[config.mk]
export PLATFORM = sky130hd
export DESIGN_NAME = bus_uart
export DESIGN_NICKNAME = d
export VERILOG_FILES = /design/src/rtl/uart_pkg.sv /design/src/rtl/bus_uart_fifo.sv /design/src/rtl/bus_uart.sv
export SDC_FILE = /design/constraint.sdc
export NUM_CORES = 1
export LEC_CHECK = 0
export ABC_AREA = 1
export CORE_AREA = 2 2 102 104
export DETAILED_ROUTE_END_ITERATION = 16
export DIE_AREA = 0 0 104 106
export PLACE_DENSITY = 0.83
export RECOVER_POWER = 25
export SLEW_MARGIN = 25
export SYNTH_ARGS = -nofsm -noshare
export SYNTH_HDL_FRONTEND = slang
export SYNTH_SLANG_ARGS = --single-unit
[constraint.sdc]
create_clock -name clk -period 2.05 [get_ports clk]
set_input_delay 0.3075 -clock clk [delete_from_list [all_inputs] [get_ports clk]]
set_output_delay 0.3075 -clock clk [all_outputs]
set_load 0.05 [all_outputs]
[src/rtl/uart_pkg.sv]
// Shared register map, STATUS bit positions and FSM encodings for the
// memory-mapped UART.
package uart_pkg;

    localparam logic [1:0] REG_DATA   = 2'd0;
    localparam logic [1:0] REG_STATUS = 2'd1;

    localparam int unsigned ST_RX_VALID   = 0;
    localparam int unsigned ST_TX_FULL    = 1;
    localparam int unsigned ST_TX_IDLE    = 2;
    localparam int unsigned ST_RX_OVERRUN = 3;

    typedef enum logic [1:0] {
        TX_IDLE  = 2'd0,
        TX_START = 2'd1,
        TX_DATA  = 2'd2,
        TX_STOP  = 2'd3
    } tx_state_t;

    typedef enum logic [1:0] {
        RX_IDLE  = 2'd0,
        RX_START = 2'd1,
        RX_DATA  = 2'd2,
        RX_STOP  = 2'd3
    } rx_state_t;

    function automatic logic [15:0] status_word(input logic rx_valid,
                                                input logic tx_full,
                                                input logic tx_idle,
                                                input logic rx_overrun);
        logic [15:0] w;
        w                = '0;
        w[ST_RX_VALID]   = rx_valid;
        w[ST_TX_FULL]    = tx_full;
        w[ST_TX_IDLE]    = tx_idle;
        w[ST_RX_OVERRUN] = rx_overrun;
        return w;
    endfunction

endpackage

[src/rtl/bus_uart_fifo.sv]
// Transmit FIFO: power-of-two depth, extra pointer bit separates full from empty.
// Read data is the current head; a push into an empty FIFO is visible next cycle.
module bus_uart_fifo #(
    parameter int unsigned WIDTH = 8,
    parameter int unsigned DEPTH = 4
) (
    input  logic             i_clk,
    input  logic             i_rst_n,
    input  logic             i_push,
    input  logic [WIDTH-1:0] i_data,
    input  logic             i_pop,
    output logic [WIDTH-1:0] o_data,
    output logic             o_full,
    output logic             o_empty
);

    localparam int unsigned AW = $clog2(DEPTH);

    logic [WIDTH-1:0] r_mem [DEPTH];
    logic [AW:0]      r_wr_ptr;
    logic [AW:0]      r_rd_ptr;
    logic             w_do_push;
    logic             w_do_pop;

    assign o_empty = (r_wr_ptr == r_rd_ptr);
    assign o_full  = (r_wr_ptr[AW] != r_rd_ptr[AW]) &&
                     (r_wr_ptr[AW-1:0] == r_rd_ptr[AW-1:0]);
    assign o_data  = r_mem[r_rd_ptr[AW-1:0]];

    // A push while full is accepted only when the head leaves on the same edge.
    assign w_do_pop  = i_pop & ~o_empty;
    assign w_do_push = i_push & (~o_full | w_do_pop);

    always_ff @(posedge i_clk) begin
        if (!i_rst_n) begin
            r_wr_ptr <= '0;
            r_rd_ptr <= '0;
        end else begin
            if (w_do_push) r_wr_ptr <= r_wr_ptr + (AW+1)'(1);
            if (w_do_pop)  r_rd_ptr <= r_rd_ptr + (AW+1)'(1);
        end
    end

    always_ff @(posedge i_clk) begin
        if (w_do_push) r_mem[r_wr_ptr[AW-1:0]] <= i_data;
    end

endmodule

[src/rtl/bus_uart.sv]
// 16-bit CPU bus UART: DATA/STATUS registers, buffered 8N1 transmitter,
// single-byte receiver with overrun flag and level interrupt.
module bus_uart #(
    parameter int unsigned CLKS_PER_BIT = 217,
    parameter int unsigned TX_DEPTH     = 4
) (
    input  logic        clk,
    input  logic        rst_n,
    input  logic        cs,
    input  logic        rw,
    input  logic        lds_n,
    input  logic [1:0]  addr,
    input  logic [15:0] din,
    output logic [15:0] dout,
    output logic        dtack_n,
    input  logic        uart_rx,
    output logic        uart_tx,
    output logic        irq
);

    import uart_pkg::*;

    localparam int unsigned     CW        = $clog2(CLKS_PER_BIT + 1);
    localparam logic [CW-1:0]   BIT_LAST  = CW'(CLKS_PER_BIT - 1);
    localparam logic [CW-1:0]   HALF_LAST = CW'(CLKS_PER_BIT / 2 - 1);

    // ---------------- bus interface ----------------
    logic        r_cs_d;
    logic        r_dtack_n;
    logic [15:0] r_dout;
    logic        w_start;
    logic        w_rd_data;
    logic        w_wr_data;
    logic [15:0] w_rdata;
    logic        w_unused_din;

    logic        w_fifo_full;
    logic        w_fifo_empty;
    logic [7:0]  w_fifo_data;
    logic        w_tx_pop;
    logic        w_tx_idle;

    logic [7:0]  r_rx_byte;
    logic        r_rx_valid;
    logic        r_rx_overrun;

    assign w_unused_din = &{1'b0, din[15:8]};

    assign w_start   = cs & ~r_cs_d;
    assign w_rd_data = w_start & rw & (addr == REG_DATA);
    assign w_wr_data = w_start & ~rw & (addr == REG_DATA) & ~lds_n;

    always_comb begin
        w_rdata = '0;
        case (addr)
            REG_DATA:   w_rdata = {8'h00, r_rx_byte};
            REG_STATUS: w_rdata = status_word(r_rx_valid, w_fifo_full,
                                              w_tx_idle, r_rx_overrun);
            default:    w_rdata = '0;
        endcase
    end

    always_ff @(posedge clk) begin
        if (!rst_n) begin
            r_cs_d    <= 1'b0;
            r_dtack_n <= 1'b1;
            r_dout    <= '0;
        end else begin
            r_cs_d    <= cs;
            r_dtack_n <= ~cs;
            if (w_start) r_dout <= w_rdata;
        end
    end

    assign dout    = r_dout;
    assign dtack_n = r_dtack_n;

    // ---------------- transmitter ----------------
    bus_uart_fifo #(
        .WIDTH (8),
        .DEPTH (TX_DEPTH)
    ) u_tx_fifo (
        .i_clk   (clk),
        .i_rst_n (rst_n),
        .i_push  (w_wr_data),
        .i_data  (din[7:0]),
        .i_pop   (w_tx_pop),
        .o_data  (w_fifo_data),
        .o_full  (w_fifo_full),
        .o_empty (w_fifo_empty)
    );

    tx_state_t     r_tx_state, w_tx_state_n;
    logic [CW-1:0] r_tx_cnt,   w_tx_cnt_n;
    logic [2:0]    r_tx_bit,   w_tx_bit_n;
    logic [7:0]    r_tx_shift, w_tx_shift_n;
    logic          r_tx;
    logic          w_tx_n;

    assign w_tx_idle = w_fifo_empty & (r_tx_state == TX_IDLE);

    always_ff @(posedge clk) begin
        if (!rst_n) begin
            r_tx_state <= TX_IDLE;
            r_tx_cnt   <= '0;
            r_tx_bit   <= '0;
            r_tx_shift <= '0;
            r_tx       <= 1'b1;
        end else begin
            r_tx_state <= w_tx_state_n;
            r_tx_cnt   <= w_tx_cnt_n;
            r_tx_bit   <= w_tx_bit_n;
            r_tx_shift <= w_tx_shift_n;
            r_tx       <= w_tx_n;
        end
    end

    always_comb begin
        w_tx_state_n = r_tx_state;
        w_tx_cnt_n   = r_tx_cnt;
        w_tx_bit_n   = r_tx_bit;
        w_tx_shift_n = r_tx_shift;
        w_tx_pop     = 1'b0;
        case (r_tx_state)
            TX_IDLE: begin
                if (!w_fifo_empty) begin
                    w_tx_pop     = 1'b1;
                    w_tx_shift_n = w_fifo_data;
                    w_tx_cnt_n   = '0;
                    w_tx_state_n = TX_START;
                end
            end
            TX_START: begin
                if (r_tx_cnt == BIT_LAST) begin
                    w_tx_cnt_n   = '0;
                    w_tx_bit_n   = '0;
                    w_tx_state_n = TX_DATA;
                end else begin
                    w_tx_cnt_n = r_tx_cnt + CW'(1);
                end
            end
            TX_DATA: begin
                if (r_tx_cnt == BIT_LAST) begin
                    w_tx_cnt_n   = '0;
                    w_tx_shift_n = {1'b0, r_tx_shift[7:1]};
                    if (r_tx_bit == 3'd7) w_tx_state_n = TX_STOP;
                    else                  w_tx_bit_n   = r_tx_bit + 3'd1;
                end else begin
                    w_tx_cnt_n = r_tx_cnt + CW'(1);
                end
            end
            TX_STOP: begin
                if (r_tx_cnt == BIT_LAST) begin
                    w_tx_cnt_n = '0;
                    // Chain straight into the next start bit so queued bytes leave gap-free.
                    if (!w_fifo_empty) begin
                        w_tx_pop     = 1'b1;
                        w_tx_shift_n = w_fifo_data;
                        w_tx_state_n = TX_START;
                    end else begin
                        w_tx_state_n = TX_IDLE;
                    end
                end else begin
                    w_tx_cnt_n = r_tx_cnt + CW'(1);
                end
            end
            default: w_tx_state_n = TX_IDLE;
        endcase

        // Line level is registered from the next state to keep uart_tx glitch-free.
        case (w_tx_state_n)
            TX_START: w_tx_n = 1'b0;
            TX_DATA:  w_tx_n = w_tx_shift_n[0];
            default:  w_tx_n = 1'b1;
        endcase
    end

    assign uart_tx = r_tx;

    // ---------------- receiver ----------------
    logic          r_rx_s1;
    logic          r_rx_s2;
    logic          r_rx_prev;
    rx_state_t     r_rx_state, w_rx_state_n;
    logic [CW-1:0] r_rx_cnt,   w_rx_cnt_n;
    logic [2:0]    r_rx_bit,   w_rx_bit_n;
    logic [7:0]    r_rx_shift, w_rx_shift_n;
    logic          w_rx_done;

    always_ff @(posedge clk) begin
        if (!rst_n) begin
            r_rx_s1    <= 1'b1;
            r_rx_s2    <= 1'b1;
            r_rx_prev  <= 1'b1;
            r_rx_state <= RX_IDLE;
            r_rx_cnt   <= '0;
            r_rx_bit   <= '0;
            r_rx_shift <= '0;
        end else begin
            r_rx_s1    <= uart_rx;
            r_rx_s2    <= r_rx_s1;
            r_rx_prev  <= r_rx_s2;
            r_rx_state <= w_rx_state_n;
            r_rx_cnt   <= w_rx_cnt_n;
            r_rx_bit   <= w_rx_bit_n;
            r_rx_shift <= w_rx_shift_n;
        end
    end

    always_comb begin
        w_rx_state_n = r_rx_state;
        w_rx_cnt_n   = r_rx_cnt;
        w_rx_bit_n   = r_rx_bit;
        w_rx_shift_n = r_rx_shift;
        w_rx_done    = 1'b0;
        case (r_rx_state)
            RX_IDLE: begin
                if (r_rx_prev && !r_rx_s2) begin
                    w_rx_cnt_n   = '0;
                    w_rx_state_n = RX_START;
                end
            end
            RX_START: begin
                if (r_rx_cnt == HALF_LAST) begin
                    w_rx_cnt_n = '0;
                    w_rx_bit_n = '0;
                    w_rx_state_n = r_rx_s2 ? RX_IDLE : RX_DATA;
                end else begin
                    w_rx_cnt_n = r_rx_cnt + CW'(1);
                end
            end
            RX_DATA: begin
                if (r_rx_cnt == BIT_LAST) begin
                    w_rx_cnt_n   = '0;
                    w_rx_shift_n = {r_rx_s2, r_rx_shift[7:1]};
                    if (r_rx_bit == 3'd7) w_rx_state_n = RX_STOP;
                    else                  w_rx_bit_n   = r_rx_bit + 3'd1;
                end else begin
                    w_rx_cnt_n = r_rx_cnt + CW'(1);
                end
            end
            RX_STOP: begin
                if (r_rx_cnt == BIT_LAST) begin
                    w_rx_cnt_n   = '0;
                    w_rx_done    = r_rx_s2;
                    w_rx_state_n = RX_IDLE;
                end else begin
                    w_rx_cnt_n = r_rx_cnt + CW'(1);
                end
            end
            default: w_rx_state_n = RX_IDLE;
        endcase
    end

    // A read on the completion edge consumes the old byte, so the new one is not an overrun.
    always_ff @(posedge clk) begin
        if (!rst_n) begin
            r_rx_byte    <= '0;
            r_rx_valid   <= 1'b0;
            r_rx_overrun <= 1'b0;
        end else if (w_rx_done) begin
            r_rx_byte    <= r_rx_shift;
            r_rx_valid   <= 1'b1;
            r_rx_overrun <= (r_rx_overrun | r_rx_valid) & ~w_rd_data;
        end else if (w_rd_data) begin
            r_rx_valid   <= 1'b0;
            r_rx_overrun <= 1'b0;
        end
    end

    assign irq = r_rx_valid;

endmodule
==> impl_results.md, run 1 <==
* Outcome: complete, no violations
* Pwr Density at 1010 nW/um2
* Minimum clock period at 1910 ps
* EDFF count, synth at 32
* Critical Path End Type: register
* Avg Inst Size Synth at 7.96 um2
* Wire per inst at 12.3 um
* Starting Density at 0.491
* Area leader, netlist: dfxtp_1
* Synth Cell Area at 4910 um2
* Chip Width at 104 um
* Reg2reg start: r_tx_cnt[1]$_SDFFE_PN0P_
* Async SR Flop Fraction at 0
* Share of cells above drive strength 1 at 0.0876
* Post-route DRC at 0
* Io pins at 43
* Worst-path clk slew at 100 ps
* Initial drt markers at 281
* TNS Setup at 0 ps
* Yosys cell types at 39
* Type of origin of the critical path: register
* Root Driver: clkbuf_8
* Most numerous cell in the Yosys netlist: nand2_1
* Post-Layout Cell Count at 798
* Buffer levels on the longest clock path at 2
* Fin area at 5590 um2
* Clk Latency, worst-skew pair at 380 ps
* Slew headroom at 0.281
* CTS tree: done
* Final Hold Fails at 0
* Number of fill cells in the layout at 874
* P&R area growth vs syn at 13.9%
* Final GP Congestion at 0.834
* Post-synthesis register bit count at 106
* Share of the yosys chip area belonging to registers at 0.498
* Nets at 698
* Slew Limit Fails at 0
* Placed Instance Area at 5380 um2
* RSZ-0062 raised after global routing: false
* Total congestion overflow at 0
* VDD IR-drop max at 0.417 mV
* DRT Wirelength at 9790 um
* Largest net degree at the start of global routing at 27
* ANT nets after route at 0
* Placed cells at 782
* Max cap viols at 0
* Most instantiated cells after synthesis: nand2_1, dfxtp_1, inv_1
* Vias per std cell at 5.08
* Die ar. at 11,000 um2
* Via Count at 4,054
* CP Class: register to register
* Core area at 10000 um2
* Clk_skew at 16.5 ps
* Hold_buf cts at 0
* Final worst path period share at 0.934
* Dominant cells by area after synthesis: dfxtp_1, edfxtp_1, nand2_1
* N_diodes at 0
* Num rows at 37
* Actual slew at the worst max-slew pin at 1080 ps
* Main synth FF type: dfxtp_1
* First-pass GRT wire length at 16,600 um
* Initial antenna violation count at 0
* Syn. warnings at 0
* Fin Hold WS at 421 ps
* Worst Setup SP: r_tx_cnt[1]$_SDFFE_PN0P_
* Syn Inst Count at 617
* Num CTS Buffers at 9
* GRT Util Overall at 0.184
* Leakage Power at 0.00233 uW
* Highest clock rate at 522 MHz
* Req. time, crit path at 2130 ps
* Worst EP arrival at 1990 ps
* 1st-pass router iterations at 7
* # setup viols final at 0
* Hold/Removal Path Class: register to register
* Post-CTS setup buffer count at 0
* H-Tree Depth at 3
* Post-DP HPWL at 7090 um
* Port Buffer Count at 26
* Number of global-route vias before repair at 3,882
* Die height at 106 um
* Share of the synthesized area in the top cell type at 0.302
* Sink Count at 106
* Min-delay src: r_rx_s1$_SDFF_PN1_
* Largest fanout on the critical path at 9
sequential cells by signal, indices dropped and copies added, names as in the netlist, 2 cells and up, named ones only:
| register | count |
|---|---|
| dout | 8 |
| r_rx_bit | 3 |
| r_rx_byte | 8 |
| r_rx_cnt | 8 |
| r_rx_shift | 8 |
| r_tx_bit | 3 |
| r_tx_cnt | 8 |
| r_tx_shift | 8 |
| r_tx_state | 2 |
| u_tx_fifo.r_mem | 32 |
| u_tx_fifo.r_rd_ptr | 3 |
| u_tx_fifo.r_wr_ptr | 3 |
area by class of cell:
cell class	count	area (um2)	share of cell area
clock inverter	5	61.3	0.0110
clock buffer	11	141	0.0253
tap	136	170	0.0304
multi-input combinational	415	2080	0.371
sequential	106	2440	0.437
timing repair buffer	45	399	0.0714
inverter	80	300	0.0537
placed cells by master, fill, tap and decap left out, types with 4 or more instances in the layout:
cell type,n
a21oi_1,51
a31oi_1,4
buf_4,18
clkbuf_8,10
clkdlybuf4s50_1,17
conb_1,8
dfxtp_1,72
dlygate4sd3_1,9
edfxtp_1,32
ha_1,17
inv_1,74
nand2_1,177
nand3_1,54
nor2_1,30
nor2_2,4
nor3_1,5
o21ai_0,31
or2_2,4
xor2_1,5
layer usage:
layer,GRT usage,up-vias,share of wire
met4,0.0656,0,0.017
li1,-,2056,-
met1,0.202,1906,0.41
met2,0.349,77,0.53
met3,0.0399,15,0.038
met5,0,-,0
worst max-delay path: stages (launching register included):
cell	delay (ps)
dfxtp_1	360
inv_1	70
ha_1	130
inv_1	40
nor2_2	160
nand2_4	110
o21ai_4	170
nand3_4	120
nand2_4	90
nand2_2	80
nor2_1	100
buf_4	180
through the flow:
step	setup WS (ps)	util	total power [uW]
2_1_floorplan	-51.6	-	3840
3_3_place_gp	-88.6	0.538	4240
3_5_place_dp	-93.7	0.538	4340
4_1_cts	103	0.559	5640
5_1_grt	8.59	0.559	6040
6_report	136	0.559	5640
where the power goes:
group / switching, uW / total, uW / internal, uW / leakage (uW)
registers: 125 / 2450 / 2330 / 0.000888
logic: 1220 / 1860 / 640 / 0.00134
clock network: 717 / 1320 / 608 / 0.000104
total: 2070 / 5640 / 3580 / 0.00233
worst paths after layout:
| kind | endpoint | slack [ps] | depth (start not counted) |
|---|---|---|---|
| max | u_tx_fifo.r_mem[3][1]$_DFFE_PP_ | 140 | 11 |
| min | r_rx_s2$_SDFF_PN1_ | 420 | 1 |
| max reg2reg | u_tx_fifo.r_mem[3][1]$_DFFE_PP_ | 140 | 11 |
| min reg2reg | r_rx_s2$_SDFF_PN1_ | 420 | 1 |
kinds of logic after synthesis:
logic type,Yosys count,share of synthesized area
buffers and inverters,103,0.0867
AO/OA/AOI/OAI,95,0.105
adder cells (fa/ha/maj),17,0.0433
flip-flops,106,0.498
AND/OR/NAND/NOR,287,0.253
other,1,0.000764
XOR/XNOR,8,0.0143
repair_timing:
| item | in CTS | in global routing |
|---|---|---|
| gates resized for setup | 0 | 3 |
| hold endpoints to repair | 0 | 0 |
| setup endpoints to repair | 0 | 34 |
(Power assumes the default switching activity.)
==> run 2, diff against run 1 <==
DONT_BUFFER_PORTS = 1   (was not set)
PLACE_DENSITY = 0.77   (was 0.83)
==> run 2 against run 1 <==
Die area is the same. Count of clock-buffer cells in the layout fell by 1. Worst hold slack lost 400 ps. Routed wire length fell by 5.0%. Combinational power fell by 9%. Sequential power increased by 2%. Worst setup slack better by 7.5 ps.
==> impl_results.md, run 2 (synthesized netlist as in run 1, its figures left out) <==
* Outcome: complete, no violations
* Worst R2R Path Depth at 11 (unchanged)
* Worst Setup SP: r_tx_cnt[0]$_SDFFE_PN0P_
* Vias per std cell at 5.08 (about the same)
* RSZ-0062 raised after global routing: true
* Hold/Removal Path Class: input port to register
* Largest fanout on the critical path at 9 (unchanged)
* 1st-pass router iterations at 5 (-2)
* Sink Count at 106 (unchanged)
* Total congestion overflow at 0 (unchanged)
* CP cell instances: inv_1 -> ha_1 -> inv_1 -> nor2_4 -> nand2_4 -> o21ai_4 -> nand3_4 -> nand2_4 -> nand2_2 -> nor2_1 -> buf_6
* Buffer levels on the longest clock path at 2 (unchanged)
* N_diodes at 0 (unchanged)
* Max incr delay on CP at 350 ps (about the same)
* Actual slew at the worst max-slew pin at 541 ps (-538 ps)
* Busiest grt layer: met2
* Final worst path period share at 0.930 (-0.00365)
* Num rows at 37 (unchanged)
* FF-to-FF End: u_tx_fifo.r_mem[1][1]$_DFFE_PP_
* Post-DP HPWL at 6680 um (-5.9%)
* Critical Path End Type: register
* Via Count at 3,903 (-3.7%)
* Die height at 106 um (unchanged)
* DRT Wirelength at 9300 um (-5.0%)
* Initial drt markers at 222 (-21%)
* Port Buffer Count at 0 (-100%)
* VDD IR-drop max at 0.411 mV (-1.6%)
* Final Worst Setup Slack at 143 ps (+7.49 ps)
* H-Tree Depth at 3 (unchanged)
* ANT nets after route at 0 (unchanged)
* Root Driver: clkbuf_8
* Share of cells above drive strength 1 at 0.0854 (-0.00217)
* Reg2reg start: r_tx_cnt[0]$_SDFFE_PN0P_
* Clk_skew at 18.1 ps (+1.61 ps)
* Fin Hold WS at 18.3 ps (-403 ps)
* # setup viols final at 0 (unchanged)
* Highest clock rate at 524 MHz (+0.39%)
* Worst-path clk slew at 100 ps (about the same)
* Clk Latency, worst-skew pair at 370 ps (about the same)
* Cell family with the largest share of critical-path delay: simple AND/OR/NAND/NOR gates
* Max cap viols at 0 (unchanged)
* CP Class: register to register
* Max FFs per register at 32 (unchanged)
* GRT Util Overall at 0.177 (-0.00748)
* Met1 global-route usage at 0.205 (+0.00347)
* CTS tree: done
* Reg2reg setup slack at 140 ps (about the same)
* Post-route DRC at 0 (unchanged)
* Commonest non-fill, non-tap cells in the layout: nand2_1, inv_1, dfxtp_1, nand3_1, a21oi_1
* GR met2 Demand/Resource at 0.322 (-0.0268)
* Starting Density at 0.491 (unchanged)
* Fin area at 5340 um2 (-4.5%)
* Type of origin of the critical path: register
* Pwr Density at 1040 nW/um2 (+3.0%)
* Final GP Congestion at 0.860 (+3.1%)
* Critical path depth at 11 (unchanged)
* Nets at 668 (-4.3%)
* TNS Setup at 0 ps (unchanged)
* Wire per inst at 12.1 um (-1.3%)
* Crit path buf inv count at 3 (unchanged)
* Number of global-route vias before repair at 3,733 (-3.8%)
* P&R area growth vs syn at 8.79%
* Most common cell after layout, fill and taps aside: nand2_1
* Initial antenna violation count at 0 (unchanged)
* First-pass GRT wire length at 16,100 um (-2.9%)
* M3 GR Usage at 0.0374 (-0.00245)
* Slew Limit Fails at 0 (unchanged)
* Worst EP arrival at 1980 ps (about the same)
* CP max-delay cell: dfxtp_1
* Final Hold Fails at 0 (unchanged)
* Placed Instance Area at 5080 um2 (-5.5%)
* Req. time, crit path at 2130 ps (about the same)
* Place WS at 124 ps (+217 ps)
* CP Capture Point: u_tx_fifo.r_mem[1][1]$_DFFE_PP_
* Largest net degree at the start of global routing at 28 (+3.7%)
* Chip Width at 104 um (unchanged)
* Die ar. at 11,000 um2 (unchanged)
* Io pins at 43 (unchanged)
* Minimum clock period at 1910 ps (-7.49 ps)
* Core area at 10000 um2 (unchanged)
* Num CTS Buffers at 9 (unchanged)
* Leakage Power at 0.00223 uW (-4.6%)
* Slew headroom at 0.639 (+0.358)
## run 2: changes by cell type in the layout (fill, tap and decap cells not counted), moves of 2 or more
cell	previous run	this run
buf_4	18	11
clkbuf_1	2	0
clkdlybuf4s50_1	17	0
clkinv_4	1	3
dlygate4sd3_1	9	1
inv_6	2	0
buf_6	0	3
## run 2: per-layer routing
layer | part of all wire | vias up | wire length [um]
li1 | - | 1994 | -
met1 | 0.43 | 1818 | 3970
met2 | 0.52 | 80 | 4880
met3 | 0.038 | 11 | 349
met4 | 0.011 | 0 | 102
met5 | 0 | - | 0
## run 2: per-stage QoR
| step | power [uW] | util | std cells |
|---|---|---|---|
| after floorplan | 3840 | - | 624 |
| after global placement | 4160 | 0.509 | 751 |
| after detailed placement | 4240 | 0.509 | 751 |
| after CTS | 5580 | 0.531 | 768 |
| after global routing | 5950 | 0.534 | 768 |
| final | 5540 | 0.534 | 768 |
## run 2: what timing repair did
item | 4_1_cts | 5_1_grt
hold buffers | 1 | 0
gates resized for setup | 0 | 6
buffers inserted | 0 | 0
hold endpoints to repair | 1 | 0
setup endpoints to repair | 0 | 36
## run 2: report_power, final
part	leakage [uW]	switching [uW]	internal, uW
clock	0.000111	692	663
sequential	0.000888	164	2330
combinational	0.00123	1130	573
total	0.00223	1980	3560
## run 2: worst min-delay path by stage
stage | start | to | slack (ps) | cells after the start
after global placement | rst_n | r_rx_prev$_SDFF_PN1_ | 380 | 1
final | cs | dtack_n$_SDFF_PN1_ | 20 | 1
after floorplan | cs | dtack_n$_SDFF_PN1_ | 390 | 1
after CTS | cs | dtack_n$_SDFF_PN1_ | 5 | 1
after global routing | din[6] | u_tx_fifo.r_mem[2][6]$_DFFE_PP_ | 3 | 0
after detailed placement | rst_n | r_rx_prev$_SDFF_PN1_ | 390 | 1
## run 2: final cells by class
class,instances,area (um2)
fillers,915,4660
flip-flops and latches,106,2440
multi-input cells,415,2080
inverters,80,300
well taps,136,170
clock buffers,10,138
repair buffers,15,126
clock inverters,6,81.3
==> run 3, diff against run 2 <==
PLACE_DENSITY = 0.75   (was 0.77)
clock period = 2.3 ns   (was 2.05 ns; I/O delays follow)
==> run 3 against run 2 <==
Sequential share of layout area up 0.50 points. Largest power group unchanged. Design area down 1.1%. Combinational power down 12%. Clock power down 8%. Clock skew down 3.7 ps. Sequential power down 10%. Critical path type unchanged.
==> impl_results.md, run 3 (synthesized netlist as in run 1, its figures left out) <==
* Outcome: complete, no violations
* Cell Int Power at 3210 uW (-9.9%)
* Clk Latency, worst-skew pair at 360 ps (about the same)
* Root Driver: clkbuf_8
* Nets at 664 (-0.60%)
* CP Class: register to register
* Chip Width at 104 um (unchanged)
* VDD IR-drop max at 0.388 mV (-5.5%)
* DRT Wirelength at 9000 um (-3.3%)
* Post-DP HPWL at 6450 um (-3.4%)
* Commonest non-fill, non-tap cells in the layout: nand2_1, inv_1, dfxtp_1, nand3_1, a21oi_1
* Fin Hold WS at 57.2 ps (+38.9 ps)
* ANT nets after route at 0 (unchanged)
* Core area at 10000 um2 (unchanged)
* Critical Path End Type: register
* Clk_skew at 14.4 ps (-3.69 ps)
* Max cap viols at 0 (unchanged)
* Req. time, crit path at 2370 ps (+240 ps)
* Via Count at 3,825 (-2.0%)
* First-pass GRT wire length at 15,800 um (-2.1%)
* Number of fill cells in the layout at 911 (-0.44%)
* Clock Power Share at 0.249 (+0.005)
* Io pins at 43 (unchanged)
* Sink Count at 106 (unchanged)
* Pwr Density at 942 nW/um2 (-9.3%)
* GRT Util Overall at 0.173 (-0.00312)
* Buffer levels on the longest clock path at 2 (unchanged)
* Final Hold Fails at 0 (unchanged)
* DRT met1 WL at 3900 um (-1.8%)
* Vias per std cell at 5.01 (-1.5%)
* Place WS at 364 ps (+241 ps)
* Largest fanout on the critical path at 8 (-1)
* Post-route DRC at 0 (unchanged)
* Max FFs per register at 32 (unchanged)
* Final Worst Setup Slack at 336 ps (+193 ps)
* # setup viols final at 0 (unchanged)
* Starting Density at 0.491 (unchanged)
* Num rows at 37 (unchanged)
* Flop pwr share at 0.450 (about the same)
* Final GP Congestion at 0.861 (+0.12%)
* Die ar. at 11,000 um2 (unchanged)
* P&R area growth vs syn at 7.57%
* Share of cells above drive strength 1 at 0.0764 (-0.00901)
* Top Metal Used: met4
* Post-CTS setup buffer count at 0 (unchanged)
* Wire length on met3 at 288 um (-17%)
* Slew Limit Fails at 0 (unchanged)
* Metal2 WL at 4660 um (-4.4%)
* Net Sw Power at 1760 uW (-11%)
* Type of origin of the critical path: register
* Leakage Power at 0.00220 uW (-1.1%)
* Switching portion of total power at 0.354 (-0.00314)
* Num CTS Buffers at 9 (unchanged)
* Wire per inst at 11.8 um (-2.8%)
* Initial antenna violation count at 0 (unchanged)
* RSZ-0062 raised after global routing: false
* Worst EP arrival at 2030 ps (+50 ps)
* H-Tree Depth at 3 (unchanged)
* Hold_buf cts at 0 (-1)
* Port Buffer Count at 0 (unchanged)
* CTS tree: done
* Slew headroom at 0.635 (-0.00393)
* Cts repair resizes at 0 (unchanged)
* Number of global-route vias before repair at 3,691 (-1.1%)
* Hold/Removal Path Class: input port to register
* Worst-path clk slew at 100 ps (about the same)
* Initial drt markers at 163 (-27%)
* 1st-pass router iterations at 4 (-1)
* Combinational fraction of design power at 0.301 (-0.006)
* Actual slew at the worst max-slew pin at 547 ps (+5.88 ps)
* TNS Setup at 0 ps (unchanged)
* N_diodes at 0 (unchanged)
* Minimum clock period at 1960 ps (+57.1 ps)
* Most common cell after layout, fill and taps aside: nand2_1
* Final worst path period share at 0.854 (-0.0763)
* Total congestion overflow at 0 (unchanged)
* Die height at 106 um (unchanged)
* Largest net degree at the start of global routing at 31 (+11%)
* Highest clock rate at 509 MHz (-2.9%)
[run 3: path summary, 6_finish.rpt]
kind | start | slack (ps) | cells past startpoint | end
worst max register to register | r_tx_state[1]$_SDFF_PN0_ | 340 | 8 | u_tx_fifo.r_mem[1][1]$_DFFE_PP_
worst max-delay path | r_tx_state[1]$_SDFF_PN0_ | 340 | 8 | u_tx_fifo.r_mem[1][1]$_DFFE_PP_
worst min register to register | r_rx_s1$_SDFF_PN1_ | 430 | 1 | r_rx_s2$_SDFF_PN1_
worst min-delay path | rst_n | 60 | 1 | r_rx_prev$_SDFF_PN1_
[run 3: critical path: stages (launching register included)]
cell and delay (ps):
dfxtp_1 480, ha_1 290, inv_1 110, o21ai_4 180, nand3_4 120, nand2_4 90
nand2_2 100, nor2_1 110, buf_4 180
[run 3: layout make-up]
type	count	area (um2)	area share
Clock inverter	5	86.3	0.0164
Tap cell	136	170	0.0322
Multi-Input combinational cell	415	2070	0.391
Clock buffer	11	131	0.0249
Inverter	80	300	0.0569
Timing Repair Buffer	11	82.6	0.0156
Sequential cell	106	2440	0.463
[run 3: metrics by stage]
| stage | utilization | total power (uW) | instance area, um2 | instances |
|---|---|---|---|---|
| after floorplan | - | 3430 | 4930 | 624 |
| after global placement | 0.506 | 3710 | 5060 | 748 |
| after detailed placement | 0.506 | 3770 | 5060 | 748 |
| after CTS | 0.528 | 5000 | 5280 | 764 |
| after global routing | 0.528 | 5330 | 5280 | 764 |
| final | 0.528 | 4970 | 5280 | 764 |
[run 3: per-layer routing]
| metal | vias up | GRT usage |
|---|---|---|
| met5 | - | 0 |
| met4 | 0 | 0.0627 |
| met2 | 54 | 0.327 |
| met3 | 11 | 0.0368 |
| met1 | 1771 | 0.192 |
| li1 | 1989 | - |
[run 3: power groups by stage]
stage,registers [uW],clock network (uW),logic (uW)
floorplan,2230,0,1200
global placement,2270,0,1450
global route,2260,1340,1740
finish,2240,1240,1500
detailed placement,2280,0,1500
CTS,2240,1260,1510
